## config.mk

```make
export PLATFORM = sky130hd
export DESIGN_NAME = mem_stage
export DESIGN_NICKNAME = d
export VERILOG_FILES = /design/src/rtl/mem_pkg.sv /design/src/rtl/load_align.sv /design/src/rtl/mem_stage.sv
export SDC_FILE = /design/constraint.sdc
export NUM_CORES = 1
export LEC_CHECK = 0
export CORE_UTILIZATION = 35
export CTS_BUF_LIST = sky130_fd_sc_hd__clkbuf_8
export CTS_CLUSTER_SIZE = 28
export DETAILED_ROUTE_END_ITERATION = 8
export SLEW_MARGIN = 10
export SYNTH_ARGS = -nofsm -noshare
export SYNTH_HDL_FRONTEND = slang
export SYNTH_SLANG_ARGS = --single-unit
```

## constraint.sdc

```tcl
create_clock -name clk -period 6.7 [get_ports clk]
set_input_delay 0.67 -clock clk [delete_from_list [all_inputs] [get_ports clk]]
set_output_delay 0.67 -clock clk [all_outputs]
set_load 0.01 [all_outputs]
```

## src/rtl/mem_pkg.sv

```systemverilog
// Shared types for the memory stage: operation encoding, FSM states,
// writeback payload and small decode helpers.
package mem_pkg;

    localparam int unsigned XLEN   = 32;
    localparam int unsigned OP_W   = 4;
    localparam int unsigned RD_W   = 5;
    localparam int unsigned BE_W   = 4;

    typedef enum logic [OP_W-1:0] {
        MEM_NONE = 4'd0,
        MEM_LB   = 4'd1,
        MEM_LH   = 4'd2,
        MEM_LW   = 4'd3,
        MEM_LBU  = 4'd4,
        MEM_LHU  = 4'd5,
        MEM_SB   = 4'd6,
        MEM_SH   = 4'd7,
        MEM_SW   = 4'd8
    } mem_op_t;

    typedef enum logic [0:0] {
        ST_IDLE = 1'b0,
        ST_WAIT = 1'b1
    } state_t;

    // One writeback result as presented to the writeback stage.
    typedef struct packed {
        logic            en;
        logic [RD_W-1:0] rd;
        logic [XLEN-1:0] data;
        logic            misaligned;
    } wb_res_t;

    function automatic logic is_load(input mem_op_t op);
        return op inside {MEM_LB, MEM_LH, MEM_LW, MEM_LBU, MEM_LHU};
    endfunction

    function automatic logic is_store(input mem_op_t op);
        return op inside {MEM_SB, MEM_SH, MEM_SW};
    endfunction

    // Halfwords need addr[0]==0, words need addr[1:0]==0.
    function automatic logic is_misaligned(input mem_op_t op, input logic [1:0] lane);
        logic mis;
        case (op)
            MEM_LH, MEM_LHU, MEM_SH: mis = lane[0];
            MEM_LW, MEM_SW:          mis = |lane;
            default:                 mis = 1'b0;
        endcase
        return mis;
    endfunction

endpackage

```

## src/rtl/load_align.sv

```systemverilog
// Load lane select and extension.
// Ports: rdata_i  - raw 32-bit word from data memory
//        addr_i   - byte offset of the access within the word
//        op_i     - mem_op_t encoding of the load
//        data_o   - aligned, sign/zero-extended load result
module load_align
    import mem_pkg::*;
(
    input  logic [31:0] rdata_i,
    input  logic [1:0]  addr_i,
    input  logic [3:0]  op_i,
    output logic [31:0] data_o
);

    logic [31:0] shifted;
    mem_op_t     op;

    // Bring the addressed byte/halfword down to bit 0.
    assign shifted = rdata_i >> {addr_i, 3'b000};
    assign op      = mem_op_t'(op_i);

    always_comb begin
        data_o = rdata_i;
        case (op)
            MEM_LB:  data_o = {{24{shifted[7]}}, shifted[7:0]};
            MEM_LBU: data_o = {24'd0, shifted[7:0]};
            MEM_LH:  data_o = {{16{shifted[15]}}, shifted[15:0]};
            MEM_LHU: data_o = {16'd0, shifted[15:0]};
            default: data_o = rdata_i;
        endcase
    end

endmodule

```

## src/rtl/mem_stage.sv

```systemverilog
// Pipeline memory stage: issues loads/stores to a request/ack data memory,
// aligns load data and hands results to writeback in program order.
// Ports: clk, rst                 - clock, async active-high reset
//        ex_*                     - instruction from execute (valid/op/addr/wdata/rd/wb_en)
//        stall                    - combinational hold of execute and upstream
//        dmem_*                   - data memory request/ack port (word-aligned address)
//        wb_valid/wb_en/wb_rd_addr/wb_data/misaligned - registered writeback result
module mem_stage
    import mem_pkg::*;
#(
    parameter int unsigned ADDR_W = 32
) (
    input  logic              clk,
    input  logic              rst,
    input  logic              ex_valid,
    input  logic [3:0]        ex_op,
    input  logic [ADDR_W-1:0] ex_addr,
    input  logic [31:0]       ex_wdata,
    input  logic [4:0]        ex_rd_addr,
    input  logic              ex_wb_en,
    output logic              stall,
    output logic              dmem_req,
    output logic              dmem_we,
    output logic [ADDR_W-1:0] dmem_addr,
    output logic [31:0]       dmem_wdata,
    output logic [3:0]        dmem_be,
    input  logic              dmem_ack,
    input  logic [31:0]       dmem_rdata,
    output logic              wb_valid,
    output logic              wb_en,
    output logic [4:0]        wb_rd_addr,
    output logic [31:0]       wb_data,
    output logic              misaligned
);

    state_t              state_q, state_d;
    logic                req_q, req_d;
    logic                we_q, we_d;
    logic [ADDR_W-1:0]   addr_q, addr_d;
    logic [31:0]         wdata_q, wdata_d;
    logic [BE_W-1:0]     be_q, be_d;
    mem_op_t             op_q, op_d;
    logic [1:0]          lane_q, lane_d;
    logic [RD_W-1:0]     rd_q, rd_d;
    logic                wben_q, wben_d;
    logic                wb_valid_q, wb_valid_d;
    wb_res_t             wb_q, wb_d;
    logic                defer_v_q, defer_v_d;
    wb_res_t             defer_q, defer_d;

    mem_op_t             ex_op_e;
    logic                accept;
    logic                ex_mis;
    logic                ex_mem;
    logic                ex_st;
    logic                imm_v;
    logic                slot_busy;
    logic [BE_W-1:0]     st_be;
    logic [31:0]         st_wdata;
    logic [31:0]         load_data;
    wb_res_t             imm_res;
    wb_res_t             done_res;

    assign stall   = (state_q == ST_WAIT) && !dmem_ack;
    assign accept  = ex_valid && !stall;
    assign ex_op_e = mem_op_t'(ex_op);
    assign ex_mis  = is_misaligned(ex_op_e, ex_addr[1:0]);
    assign ex_st   = is_store(ex_op_e);
    assign ex_mem  = (is_load(ex_op_e) || ex_st) && !ex_mis;
    // Accepted ops that finish without touching memory (NONE, misaligned).
    assign imm_v   = accept && !ex_mem;
    // The writeback slot at the coming edge is already claimed by an older op.
    assign slot_busy = (state_q == ST_WAIT) || defer_v_q;

    load_align u_load_align (
        .rdata_i (dmem_rdata),
        .addr_i  (lane_q),
        .op_i    (op_q),
        .data_o  (load_data)
    );

    // Store lane enables and replicated store data.
    always_comb begin
        st_be    = 4'b1111;
        st_wdata = ex_wdata;
        case (ex_op_e)
            MEM_SB: begin
                st_be    = 4'b0001 << ex_addr[1:0];
                st_wdata = {4{ex_wdata[7:0]}};
            end
            MEM_SH: begin
                st_be    = 4'b0011 << {ex_addr[1], 1'b0};
                st_wdata = {2{ex_wdata[15:0]}};
            end
            default: begin
                st_be    = 4'b1111;
                st_wdata = ex_wdata;
            end
        endcase
    end

    // Results for an op finishing now: immediate (execute side) or completed access.
    always_comb begin
        imm_res            = '0;
        imm_res.misaligned = ex_mis;
        imm_res.en         = !ex_mis && ex_wb_en && (ex_rd_addr != 5'd0);
        imm_res.rd         = ex_rd_addr;
        imm_res.data       = 32'(ex_addr);

        done_res            = '0;
        done_res.en         = is_load(op_q) && wben_q && (rd_q != 5'd0);
        done_res.rd         = rd_q;
        done_res.data       = is_load(op_q) ? load_data : 32'd0;
        done_res.misaligned = 1'b0;
    end

    // Next-state and output logic; nothing moves while stalled.
    always_comb begin
        state_d    = state_q;
        req_d      = req_q;
        we_d       = we_q;
        addr_d     = addr_q;
        wdata_d    = wdata_q;
        be_d       = be_q;
        op_d       = op_q;
        lane_d     = lane_q;
        rd_d       = rd_q;
        wben_d     = wben_q;
        wb_valid_d = wb_valid_q;
        wb_d       = wb_q;
        defer_v_d  = defer_v_q;
        defer_d    = defer_q;

        if (!stall) begin
            // Oldest result wins the writeback slot: completed access, then deferred, then new.
            if (state_q == ST_WAIT) begin
                wb_valid_d = 1'b1;
                wb_d       = done_res;
            end else if (defer_v_q) begin
                wb_valid_d = 1'b1;
                wb_d       = defer_q;
            end else if (imm_v) begin
                wb_valid_d = 1'b1;
                wb_d       = imm_res;
            end else begin
                wb_valid_d    = 1'b0;
                wb_d.en       = 1'b0;
                wb_d.misaligned = 1'b0;
            end

            // A non-memory op that lost the slot is parked for one edge to keep order.
            defer_v_d = imm_v && slot_busy;
            if (imm_v && slot_busy) begin
                defer_d = imm_res;
            end

            if (accept && ex_mem) begin
                state_d = ST_WAIT;
                req_d   = 1'b1;
                we_d    = ex_st;
                addr_d  = {ex_addr[ADDR_W-1:2], 2'b00};
                wdata_d = st_wdata;
                be_d    = ex_st ? st_be : 4'b1111;
                op_d    = ex_op_e;
                lane_d  = ex_addr[1:0];
                rd_d    = ex_rd_addr;
                wben_d  = ex_wb_en;
            end else begin
                state_d = ST_IDLE;
                req_d   = 1'b0;
            end
        end
    end

    always_ff @(posedge clk or posedge rst) begin
        if (rst) begin
            state_q    <= ST_IDLE;
            req_q      <= 1'b0;
            we_q       <= 1'b0;
            addr_q     <= '0;
            wdata_q    <= '0;
            be_q       <= '0;
            op_q       <= MEM_NONE;
            lane_q     <= '0;
            rd_q       <= '0;
            wben_q     <= 1'b0;
            wb_valid_q <= 1'b0;
            wb_q       <= '0;
            defer_v_q  <= 1'b0;
            defer_q    <= '0;
        end else begin
            state_q    <= state_d;
            req_q      <= req_d;
            we_q       <= we_d;
            addr_q     <= addr_d;
            wdata_q    <= wdata_d;
            be_q       <= be_d;
            op_q       <= op_d;
            lane_q     <= lane_d;
            rd_q       <= rd_d;
            wben_q     <= wben_d;
            wb_valid_q <= wb_valid_d;
            wb_q       <= wb_d;
            defer_v_q  <= defer_v_d;
            defer_q    <= defer_d;
        end
    end

    assign dmem_req   = req_q;
    assign dmem_we    = we_q;
    assign dmem_addr  = addr_q;
    assign dmem_wdata = wdata_q;
    assign dmem_be    = be_q;
    assign wb_valid   = wb_valid_q;
    assign wb_en      = wb_q.en;
    assign wb_rd_addr = wb_q.rd;
    assign wb_data    = wb_q.data;
    assign misaligned = wb_q.misaligned;

endmodule

```

==> results.json, run 1 <==
{
  "yosysTopAreaCellShare_pct": 49.9,
  "power.leakage_nw": 4.53,
  "antenna_left": 0,
  "maxSlewHeadroom_pct": 28.4,
  "dr_total_vias": 6535,
  "cts_max_level": 4,
  "path_class": "reg2reg",
  "cts-root-buf": "clkbuf_8",
  "clk_pin_slew_worst_paths_ps": 90,
  "gp_congestion": 0.826,
  "hold_viol": 0,
  "power_density_nw_per_um2": 321,
  "cp.arrival_ps": 3370,
  "skew_ps": 12.1,
  "hp-class": "reg2reg",
  "syn_inst": 797,
  "ys_seq_area_share_pct": 49.9,
  "max-cap-violations": 0,
  "via_per_inst": 5.10,
  "peakVddDrop_v": 0.000139,
  "rsz0062_at_grt": "false",
  "cp.required_ps": 7040,
  "setup.worst_path.end_class": "register",
  "first_global_vias": 6486,
  "io_pins": 221,
  "synth.largest_area_cell": "dfrtp_1",
  "grt_max_degree": 102,
  "n_antenna_cell": 0,
  "synth-edff-count": 0,
  "fp.dieArea_um2": 23500,
  "yosysMostFrequentCell": "nand2_1",
  "ys.flop_type": "dfrtp_1",
  "holdBufCountCts": 0,
  "worstSkewPairLatency_ps": 450,
  "core_um2": 22600,
  "synth.avg_cell_area_um2": 10.1,
  "cts_buffer_depth": 2,
  "drt-initial-drc-count": 444,
  "setup_tns_ps": 0,
  "grt_first_pass_wirelength_mm": 37.2,
  "first_pass_iters": 4,
  "post_cts_resized": 0,
  "fin_crit_ps": 3030,
  "ys_ff_latch": 160,
  "ys_types": 48,
  "cp-start-kind": "register",
  "start_util_pct": 35.6,
  "dp_hpwl_mm": 15.9,
  "numCtsBuffers": 17,
  "nNetsFinal": 1094,
  "port_buffers": 218,
  "rows": 55,
  "remaining_drc_errors": 0,
  "antenna_found_initial": 0,
  "wl_per_cell_um": 18.2,
  "clock.fmax_mhz": 330,
  "critPathMaxFanout": 22,
  "setup_viol": 0,
  "clock-sinks": 160,
  "synthTopCellsByArea": "dfrtp_1 50%, nand2_1 9.0%, mux2i_1 8.0%, mux2_2 5.6%, mux2_1 5.1%",
  "power_mw": 3.46,
  "grt_overflow": 0,
  "hold_slack_ps": 475,
  "ys_top_cells_by_count": "192 x nand2_1, 160 x dfrtp_1, 64 x mux2i_1",
  "tightest_slew_ps": 1070,
  "cts_tree": "yes",
  "run_status": "complete, no violations",
  "finalNonFillerCells": 1281,
  "post-cts-setup-buffers": 0,
  "synth_area_um2": 8030,
  "grt.total_usage_pct": 20.4,
  "area_growth_syn_to_layout_pct": 34.2,
  "dpl.cell_count": 1250,
  "yosys_warnings": 0,
  "totalWireLength_mm": 23.3,
  "slew_violations": 0,
  "final_layout_size_suffix_gt1_share_pct": 10.0,
  "min_period_over_period_pct": 45.2,
  "die_x_um": 153,
  "postLayoutCoreUtil_pct": 47.7,
  "synth-async-reset-ratio_pct": 100,
  "die-height_um": 153
}
-- worst max-delay path, cell delays in order (launching register included) --
cell and delay [ps]:
dfrtp_1 1060, mux2i_1 500, a22oi_2 240, o211ai_1 540, o221ai_1 240, mux2_1 330
-- cell type report --
class                           count  area (um^2)
Tap cell                          285          357
Timing Repair Buffer              228         2260
Inverter                            9         38.8
Clock buffer                       20          275
Clock inverter                     11          130
Sequential cell                   160         4010
Fill cell                        2140        11800
Multi-Input combinational cell    568         3710
-- cells by family after synthesis --
group                  count (synthesis)  synth area share [%]
AOI/OAI and AO/OA                    147                  12.3
and+or+nand+nor                      279                  14.9
buffers and inverters                 70                  4.18
muxes                                140                  18.6
DFF                                  160                  49.9
other                                  1                0.0467
-- power by group --
group	switching [mW]	internal (mW)	leakage, nW	total [mW]
combinational	0.550	0.688	2.41	1.24
sequential	0.202	1.28	1.93	1.48
clock	0.380	0.362	0.194	0.742
-- worst paths after layout --
check | start | endpoint | slack [ps] | cells after the start
setup reg to reg | lane_q[1] | wb_data[12] | 3670 | 5
max in group asynchronous | rst | defer_v_q | 4540 | 3
min in group asynchronous | rst | dmem_addr[2] | 800 | 2
setup / recovery | lane_q[1] | wb_data[12] | 3670 | 5
hold reg to reg | dmem_be[0] | dmem_be[0] | 480 | 2
hold / removal | dmem_be[0] | dmem_be[0] | 480 | 2
-- per-stage QoR --
| step | setup slack (ps) | cell area, um^2 |
|---|---|---|
| 5_1_grt | 3470 | 10800 |
| 2_1_floorplan | 1710 | 8030 |
| 3_5_place_dp | 3210 | 10400 |
| 3_3_place_gp | 3260 | 10400 |
| 6_report | 3670 | 10800 |
| 4_1_cts | 3700 | 10800 |
-- cell usage in the layout, fill, tap and decap left out, types with 20 or more instances in the layout --
cell type,n
clkbuf_8,20
mux2i_1,64
nand2_1,192
clkdlybuf4s50_1,218
dfrtp_1,159
o21ai_0,52
nor2_1,45
mux2_1,36
mux2_2,40
o22ai_1,22
-- state kept, by name (all words and copies together) (netlist names), 4 cells and up --
signal      count
wb_data        32
dmem_addr      30
rd_q            5
op_q            4
defer_q        39
dmem_be         4
wb_rd_addr      5
dmem_wdata     32
-- per-layer routing --
layer / part of all wire, % / track usage [%]
met5: 0 / 0
met4: 1.3 / 5.48
met3: 5.0 / 4.11
met2: 46 / 31.7
met1: 48 / 28.8
(Power assumes the default switching activity.)
==> inputs of run 2 (changes only) <==
==> constraint.sdc (replaced) <==
create_clock -name clk -period 2.6 [get_ports clk]
set_input_delay 0.26 -clock clk [delete_from_list [all_inputs] [get_ports clk]]
set_output_delay 0.26 -clock clk [all_outputs]
set_load 0.01 [all_outputs]
==> results.json, run 2 (synthesis results as in run 1) <==
{
  "post-cts-setup-buffers": 0,
  "finalNonFillerCells": 1311,
  "run_status": "complete, no violations",
  "seq_power_share_pct": 41.6,
  "die_x_um": 153,
  "met2_usage_pct": 32.5,
  "remaining_drc_errors": 0,
  "clock-sinks": 160,
  "largest_register": "defer_q",
  "antenna_left": 0,
  "post_cts_resized": 0,
  "grt_first_pass_wirelength_mm": 37.6,
  "holdBufCountCts": 0,
  "port_buffers": 218,
  "cp.required_ps": 2340,
  "min_period_over_period_pct": 82.9,
  "nNetsFinal": 1123,
  "setup_tns_ps": 0,
  "via_per_inst": 5.05,
  "setup.worst_path.end_class": "output pin",
  "die-height_um": 153,
  "swShare_pct": 33.1,
  "rows": 55,
  "cts-root-buf": "clkbuf_8",
  "power_density_nw_per_um2": 814,
  "p_int_mw": 6.04,
  "setup_viol": 0,
  "drt-initial-drc-count": 349,
  "tightest_slew_ps": 560,
  "cts_buffer_depth": 2,
  "core_um2": 22600,
  "largest_reg_flops": 39,
  "grt-busiest-layer": "met2",
  "io_pins": 221,
  "cts_max_level": 4,
  "path_class": "reg2out",
  "rsz0062_at_grt": "false",
  "worstSkewPairLatency_ps": 460,
  "first_pass_iters": 5,
  "numCtsBuffers": 17,
  "final_layout_size_suffix_gt1_share_pct": 12.7,
  "grt.total_usage_pct": 20.5,
  "p_sw_mw": 2.99,
  "slew_violations": 0,
  "cp.arrival_ps": 1900,
  "use_met1_pct": 28.8,
  "hold_viol": 0,
  "dpl.cell_count": 1279,
  "peakVddDrop_v": 0.000399,
  "fin_crit_ps": 2160,
  "power.leakage_nw": 4.72,
  "cp_cell_sequence": "nor2b_1 -> buf_4 -> clkdlybuf4s50_1",
  "gp_congestion": 0.815,
  "skew_ps": 12.7,
  "hp-class": "in2async",
  "first_global_vias": 6507,
  "clock.fmax_mhz": 464,
  "dr_total_vias": 6620,
  "dp_hpwl_mm": 16.8,
  "critical_path.max_stage_delay_ps": 570,
  "max-cap-violations": 0,
  "fp.dieArea_um2": 23500,
  "critical_path.slowest_cell": "clkdlybuf4s50_1",
  "grt_max_degree": 54,
  "hold_slack_ps": 191,
  "wl_per_cell_um": 17.6,
  "cp-start-kind": "register",
  "n_antenna_cell": 0,
  "critPathMaxFanout": 11,
  "pwr-share-comb_pct": 37.1,
  "clk_pin_slew_worst_paths_ps": 100,
  "cts_tree": "yes",
  "layout_commonest_cell": "clkdlybuf4s50_1",
  "p_clk_share_pct": 21.3,
  "totalWireLength_mm": 23.1,
  "final_cell_mix": "218 x clkdlybuf4s50_1, 192 x nand2_1, 159 x dfrtp_1",
  "start_util_pct": 35.6,
  "worst_slack_ps": 445,
  "area_growth_syn_to_layout_pct": 38.2,
  "antenna_found_initial": 0,
  "grt_overflow": 0,
  "met3_usage_pct": 4.00,
  "dp_slack_ps": 18.5,
  "power_mw": 9.03,
  "maxSlewHeadroom_pct": 62.7
}
==> run 2: cell count changes in the layout (fill, tap and decap cells not counted) <==
cell | before | now
inv_8 | 0 | 2
buf_12 | 0 | 8
inv_6 | 3 | 7
clkinvlp_4 | 4 | 1
clkbuf_8 | 20 | 17
buf_4 | 10 | 31
clkinv_2 | 1 | 2
==> run 2: final timing paths <==
path / startpoint / end / slack, ps / depth (start not counted)
setup / recovery: dmem_req / stall / 440 / 3
hold / removal: rst / wb_data[6] / 190 / 2
setup reg to reg: op_q[0] / wb_data[5] / 440 / 5
hold reg to reg: dmem_we / dmem_we / 470 / 2
max in group asynchronous: rst / misaligned / 1740 / 3
min in group clk: ex_addr[18] / dmem_addr[18] / 370 / 3
==> run 2: layout make-up <==
cell class	instances	area (um^2)
clock buffers	17	234
fillers	2114	11500
flip-flops and latches	160	4010
clock inverters	15	171
well taps	285	357
inverters	9	37.5
multi-input cells	568	3710
repair buffers	257	2570
==> run 2: routing by layer <==
metal	share of wire [%]	vias up
met1	47	3228
met5	0	-
li1	-	3194
met3	4.5	16
met2	47	182
met4	1.2	0
==> run 2: metrics by stage <==
step,util [%],area [um^2]
after global routing,49.1,11100
final,49.1,11100
after global placement,47.3,10700
after CTS,49.1,11100
after detailed placement,47.3,10700
after floorplan,-,8030
==> run 2: critical path, delay by kind of cell (launching register included) <==
kind          cells  cell delay, ps
flops             1             480
buf+inv           2             790
simple gates      1             170
==> run 2: power by group through the flow <==
stage               clock network (mW)  logic (mW)  registers (mW)
floorplan                            0        1.50            3.94
global placement                     0        3.33            3.79
detailed placement                   0        3.38            3.81
finish                            1.93        3.35            3.76
global route                      2.08        3.63            3.89
CTS                               1.99        3.39            3.76
